File: config.mk
export PLATFORM = sky130hd
export DESIGN_NAME = rca_wide_seq
export DESIGN_NICKNAME = d
export VERILOG_FILES = /design/src/rtl/rca_wide_seq.sv
export SDC_FILE = /design/constraint.sdc
export NUM_CORES = 1
export LEC_CHECK = 0
export ABC_AREA = 1
export CELL_PAD_IN_SITES_DETAIL_PLACEMENT = 1
export CELL_PAD_IN_SITES_GLOBAL_PLACEMENT = 2
export CORE_ASPECT_RATIO = 0.7
export CORE_MARGIN = 4
export CORE_UTILIZATION = 27
export CTS_CLUSTER_SIZE = 12
export DETAILED_ROUTE_END_ITERATION = 7
export PLACE_DENSITY = 0.82
export RECOVER_POWER = 50
export SYNTH_ARGS = -nofsm -noshare
export SYNTH_HDL_FRONTEND = slang
export SYNTH_SLANG_ARGS = --single-unit
File: constraint.sdc
create_clock -name clk_i -period 3.55 [get_ports clk_i]
set_clock_uncertainty 0.05 [all_clocks]
set_input_delay 0.355 -clock clk_i [delete_from_list [all_inputs] [get_ports clk_i]]
set_output_delay 0.355 -clock clk_i [all_outputs]
set_load 0.03 [all_outputs]
File: src/rtl/rca_wide_seq.sv
// Multi-word add/subtract sequencer driving one shared 32-bit ripple-carry adder/subtractor.
// Operands are walked LSW first with the carry chained through carry_q between words.
//
//   state  | meaning
//   IDLE   | ready for a request; adder inputs driven to 0
//   RUN    | one word per cycle through the adder, idx = 0..WORDS-1
//   FIN    | result registers settle; adder idle, nothing visible yet
//   DONE   | result valid and held until the consumer accepts it
module rca_wide_seq #(
    parameter int WORDS = 4
) (
    input  logic                clk_i,
    input  logic                rst_ni,
    input  logic                req_valid_i,
    output logic                req_ready_o,
    input  logic [32*WORDS-1:0] req_a_i,
    input  logic [32*WORDS-1:0] req_b_i,
    input  logic                req_sub_i,
    input  logic                req_cin_i,
    output logic                res_valid_o,
    input  logic                res_ready_i,
    output logic [32*WORDS-1:0] res_sum_o,
    output logic                res_cout_o,
    output logic                res_ovf_o,
    output logic [31:0]         add_a_o,
    output logic [31:0]         add_b_o,
    output logic                add_c_o,
    output logic                add_sel_o,
    input  logic [31:0]         add_sum_i,
    input  logic                add_cout_i
);

    localparam int IW = (WORDS > 1) ? $clog2(WORDS) : 1;
    localparam logic [IW-1:0] LAST_IDX = IW'(WORDS - 1);

    typedef enum logic [1:0] {
        S_IDLE,
        S_RUN,
        S_FIN,
        S_DONE
    } state_e;

    state_e                 state_q, state_d;
    logic [IW-1:0]          idx_q, idx_d;
    logic [WORDS-1:0][31:0] a_q, a_d;
    logic [WORDS-1:0][31:0] b_q, b_d;
    logic [WORDS-1:0][31:0] sum_q, sum_d;
    logic                   sub_q, sub_d;
    logic                   cin_q, cin_d;
    logic                   carry_q, carry_d;
    logic                   cout_q, cout_d;
    logic                   ovf_q, ovf_d;

    always_ff @(posedge clk_i) begin
        if (!rst_ni) begin
            state_q <= S_IDLE;
            idx_q   <= '0;
            a_q     <= '0;
            b_q     <= '0;
            sum_q   <= '0;
            sub_q   <= 1'b0;
            cin_q   <= 1'b0;
            carry_q <= 1'b0;
            cout_q  <= 1'b0;
            ovf_q   <= 1'b0;
        end else begin
            state_q <= state_d;
            idx_q   <= idx_d;
            a_q     <= a_d;
            b_q     <= b_d;
            sum_q   <= sum_d;
            sub_q   <= sub_d;
            cin_q   <= cin_d;
            carry_q <= carry_d;
            cout_q  <= cout_d;
            ovf_q   <= ovf_d;
        end
    end

    always_comb begin
        state_d   = state_q;
        idx_d     = idx_q;
        a_d       = a_q;
        b_d       = b_q;
        sum_d     = sum_q;
        sub_d     = sub_q;
        cin_d     = cin_q;
        carry_d   = carry_q;
        cout_d    = cout_q;
        ovf_d     = ovf_q;
        add_a_o   = '0;
        add_b_o   = '0;
        add_c_o   = 1'b0;
        add_sel_o = 1'b0;

        case (state_q)
            S_IDLE: begin
                if (req_valid_i) begin
                    a_d     = req_a_i;
                    b_d     = req_b_i;
                    sub_d   = req_sub_i;
                    cin_d   = req_cin_i;
                    idx_d   = '0;
                    state_d = S_RUN;
                end
            end
            S_RUN: begin
                add_a_o   = a_q[idx_q];
                add_b_o   = b_q[idx_q];
                add_sel_o = sub_q;
                // The adder applies Sel^C itself, so the chained carry is pre-flipped for subtract.
                add_c_o   = (idx_q == '0) ? cin_q : (carry_q ^ sub_q);
                sum_d[idx_q] = add_sum_i;
                carry_d      = add_cout_i;
                if (idx_q == LAST_IDX) begin
                    cout_d  = add_cout_i;
                    ovf_d   = (a_q[WORDS-1][31] ^ add_sum_i[31])
                            & ((b_q[WORDS-1][31] ^ sub_q) ^ add_sum_i[31]);
                    state_d = S_FIN;
                end else begin
                    idx_d = idx_q + IW'(1);
                end
            end
            S_FIN: begin
                state_d = S_DONE;
            end
            S_DONE: begin
                if (res_ready_i) begin
                    state_d = S_IDLE;
                end
            end
            default: begin
                state_d = S_IDLE;
            end
        endcase
    end

    assign req_ready_o = (state_q == S_IDLE);
    assign res_valid_o = (state_q == S_DONE);
    assign res_sum_o   = sum_q;
    assign res_cout_o  = cout_q;
    assign res_ovf_o   = ovf_q;

endmodule
== After elaboration in Yosys (flattened, before gate mapping) ==
Cells that the tools add are included.
Word-level totals
  flip-flop bits (word level): 393
  output and inout port bits: 198
  word-level logic and storage cells: 62
Operators by class
  $add $sub $neg: 1
  order comparisons: 2
  equal/unequal tests: 8
  mux-type cells: 19
  bitwise operators: 5
  reductions and logical operators: 8
Operators with widths (number)
  32-bit two-way mux: 5
  32-bit binary-select mux with 2-bit select: 2
  128-bit bitwise mux: 1
  32-bit demux with 2-bit select: 1
  2-bit two-way mux: 5
  2-bit one-hot mux with 4 select lines: 1
  2-bit equality test, second input constant: 3
  2-bit != test, second input constant: 3
  3-bit AND reduction: 2
  2-bit logical NOT: 2
  2-bit one-hot mux with 2 select lines: 1
  2-bit AND reduction: 2
  1-bit bitwise XOR: 4
  2-bit by 3-bit < comparator with 1-bit output, second input constant: 1
  1-bit two-way mux: 3
  2-bit by 1-bit adder with 2-bit output, second input constant: 1
  2-bit by 1-bit equality test with 1-bit output, second input constant: 1
  2-bit by 1-bit >= comparator with 1-bit output, second input constant: 1
  2-bit by 1-bit != test with 1-bit output, second input constant: 1
  2-bit nonzero test: 1
  1-bit bitwise AND: 1
  1-bit logical AND: 1

== Depth between registers and ports, before layout ==
  depth in word-level cells: 5
  depth in mapped cells: 11
  gate-level depth less buffers: 8

== Worst setup path before layout ==
OpenSTA, ideal clock, no wires.
  kind: register -> output
  start point: reg state_q[1]
  end point: out add_b_o[10]
  data arrival time: 1599 ps
  data required time: 3145 ps
  path slack: 1546 ps
  stages on the path, launching flop included: 8
  path through: dfxtp_1 -> inv_1 -> ha_1 -> buf_4 -> inv_1 -> buf_4 -> clkbuf_1 -> a21oi_1
Between the ends
  cells in the longest elaborated chain, start to end: 2
RTL lines
  start: declaration: RTL line 43  | state_e state_q, state_d;
  start signal: assignment: RTL line 67  | state_q <= state_d;
  2-bit by 1-bit equality test with 1-bit output: RTL line 96  | case (state_q)
  32-bit two-way mux: RTL line 96
  end: declaration: RTL line 26  | output logic [31:0] add_b_o,
No other way between the ends.

== Worst setup path in the final report ==
  start point: reg idx_q[0]
  end point: out add_b_o[24]
Between the ends
  cells in the longest elaborated chain, start to end: 3
RTL lines
  start: declaration: RTL line 44  | logic [IW-1:0] idx_q, idx_d;
  start signal: assignment: RTL line 68  | idx_q <= idx_d;
  32-bit binary-select mux with 2-bit select: RTL line 109  | add_b_o = b_q[idx_q];
  32-bit two-way mux (not written as such): RTL line 109
  32-bit two-way mux: RTL line 96
No other way between the ends. The select of a mux whose other input is x is not followed.

==> impl_metrics.py <==
metrics = {
    "outcome": {
        "outcome": "finished, violations left",
        "violations": "capacitance limit, slew limit",
    },
    "synth": {
        "ys_ff_latch": 393,
        "syn_inst": 2247,
        "synth_fp_nets": 2551,
        "ys_seq_area_frac": 0.496,
        "yosysTopAreaCell": "dfxtp_1",
        "synth_cell_type_count": 21,
        "yosys-top-cells-area": "dfxtp_1 50%, nor2_1 24%, o21ai_0 14%, a21oi_1 2.3%, o21ai_1 1.9%",
        "ys_warn_count": 0,
        "synthesis.area_mm2": 0.0159,
        "syn_avg_cell_area_um2": 7.07,
        "synth_top_area_frac": 0.496,
    },
    "sta": {
        "final-setup-viol-count": 0,
        "setup_slack_ns": 0.294,
        "slew_viol_final": 32,
        "tightestPinTransition_ns": 1.73,
        "period_share": 0.917,
        "finalSetupTns_ns": 0,
        "slew_headroom": -0.154,
        "min_period_ns": 3.26,
        "timing.fmax_mhz": 307,
        "rsz0062_at_grt": "false",
        "hold_viol_final": 0,
    },
    "cts": {
        "postCtsSetupBuffers": 0,
        "ctsHoldBuffers": 0,
        "cts_buffer_depth": 3,
        "htreeDepth": 2,
        "ctsResizeCount": 0,
        "cts_made_buffers": 44,
        "clk_pin_slew_ns": 0.06,
        "clock-sinks": 393,
        "cts_tree": "built",
        "clkLatencyLatePin_ns": 0.56,
        "root_buffer": "clkbuf_16",
    },
    "grt": {
        "antenna_found_initial": 16,
        "grt_pass1_wl_um": 102000,
        "track_usage": 0.205,
        "grt_pass1_vias": 17000,
        "gr-total-overflow": 0,
        "grt_max_degree": 118,
    },
    "floorplanning": {
        "core_area_mm2": 0.0582,
        "fp.dieArea_mm2": 0.0628,
        "placementRows": 74,
        "pin_count": 493,
        "die_h_um": 211,
        "dieWidth_um": 298,
        "initial_utilization": 0.273,
    },
    "worst_hold_path": {
        "hp-class": "input pin to register",
    },
    "critical_path": {
        "required_ns": 3.14,
        "crit_chain": "inv_4 -> buf_12 -> buf_4 -> o21ai_0 -> a21oi_1 -> clkdlybuf4s50_1",
        "crit_type": "register to primary output",
        "cp-start-kind": "register",
        "critPathMaxStageDelay_ns": 0.69,
        "crit_fanout": 45,
        "end_kind": "primary output",
        "crit_path_top_delay_cell": "clkdlybuf4s50_1",
        "crit_buf_inv": 4,
        "crit_family": "buffers and inverters",
        "worstPathArrival_ns": 2.85,
    },
    "power": {
        "p_leak_nw": 8.99,
        "power_density_mw_per_mm2": 801,
        "finalPower_mw": 18.2,
        "vdd_ir_drop_max_uv": 275,
    },
    "placed_design": {
        "numPlacedInstances": 3359,
        "place_ws_ns": 0.755,
        "place_area_mm2": 0.0213,
        "dpl.hpwl_um": 46800,
        "gp_congestion": 0.843,
        "port_buffers": 492,
    },
    "routing": {
        "drc": 0,
        "drt_iter0_markers": 716,
        "vias_per_cell": 4.75,
        "wl_um": 67000,
        "vias": 16400,
        "antenna_left": 0,
        "wire_per_inst_um": 19.5,
        "first_pass_iters": 5,
    },
    "cells_and_area": {
        "stdcell_count": 3442,
        "multi_input_area_mm2": 0.00707,
        "register_area_mm2": 0.00788,
        "fin_nets": 2949,
        "area_growth_pct": 43.4,
        "layout-drive-gt1-share": 0.0411,
        "final_area_mm2": 0.0228,
        "fillers": 7020,
    },
    "run": {
        "max_cap_viol_count": 2,
    },
}
[where the power goes]
group | internal [mW] | leakage [nW] | switching [mW] | total [mW]
Clock | 2.78 | 0.725 | 1.91 | 4.68
Combinational | 2.53 | 5.03 | 4.98 | 7.51
Sequential | 5.46 | 3.23 | 0.576 | 6.04
Total | 10.8 | 8.99 | 7.46 | 18.2
[path summary, 6_finish.rpt]
check / startpoint / to / slack (ns) / depth (start not counted)
worst max register to register: state_q[0] / b_q[54] / 0.43 / 7
worst max-delay path: idx_q[0] / add_b_o[24] / 0.29 / 6
worst min register to register: b_q[101] / b_q[101] / 0.43 / 2
worst min-delay path: rst_ni / idx_q[0] / 0.23 / 3
[through the flow]
stage,hold WS [ns],utilization
after detailed placement,0.418,0.366
after CTS,0.219,0.391
after global routing,0.237,0.391
final,0.230,0.391
after global placement,0.392,0.366
after floorplan,0.380,-
[layer usage]
layer	routed length, um	vias up	global-route usage	part of all wire
met2	31400	348	0.342	0.47
met4	1960	18	0.0647	0.029
met1	30200	7854	0.266	0.45
li1	-	8024	-	-
met3	3360	118	0.0478	0.050
met5	115	-	0	0.0017
[tightest hold or removal path, cell delays in order]
cell and delay (ns):
buf_8 0.23, nand2_1 0.15, nor2_1 0.04
[state kept, by name, summed over array words and instances, names as in the netlist]
register	flops
b_q	128
state_q	2
a_q	128
res_cout_o	1
idx_q	2
res_sum_o	128
res_ovf_o	1
carry_q	1
cin_q	1
sub_q	1
[cells in the final DEF (no fill, tap or decap), types with 4 or more instances in the layout]
| cell type | Yosys | final |
|---|---|---|
| a21oi_1 | 74 | 74 |
| buf_12 | 0 | 9 |
| buf_4 | 13 | 17 |
| clkbuf_1 | 68 | 10 |
| clkbuf_16 | 0 | 46 |
| clkbuf_2 | 26 | 5 |
| clkbuf_8 | 0 | 13 |
| clkdlybuf4s50_1 | 0 | 360 |
| clkinv_2 | 0 | 4 |
| dfxtp_1 | 393 | 391 |
| diode_2 | 0 | 7 |
| dlygate4sd3_1 | 0 | 131 |
| ha_1 | 9 | 9 |
| inv_1 | 20 | 20 |
| nand2_1 | 28 | 27 |
| nand3_1 | 4 | 4 |
| nor2_1 | 1020 | 1020 |
| o21ai_0 | 455 | 455 |
| o21ai_1 | 59 | 59 |
[cells in the mapped netlist]
library cell,count
nor2_1,1020
ha_1,9
or2_2,1
a21oi_1,74
inv_1,20
buf_2,54
dfxtp_1,393
buf_4,13
o21ai_0,455
o211ai_1,2
inv_2,4
nand4_1,2
buf_1,5
clkbuf_1,68
nand3_1,4
nand2_1,28
nand2_2,1
xor2_1,1
clkbuf_2,26
buf_6,8
o21ai_1,59
[kinds of logic after synthesis]
family          Yosys count  synth area share
fa+ha+maj                 9           0.00709
simple gates           1056             0.251
compound gates          590             0.186
flops                   393             0.496
xor+xnor                  1          0.000552
buf+inv                 198            0.0600
[cell type report]
class                      instances  share of cell area
timing repair buffer             526               0.232
inverter                          24             0.00451
tap                              760              0.0418
sequential                       393               0.346
antenna                            7            0.000770
multi-input combinational       1656               0.310
clock inverter                     9             0.00495
clock buffer                      67              0.0598
No activity file was read; power rests on OpenSTA's default activity.
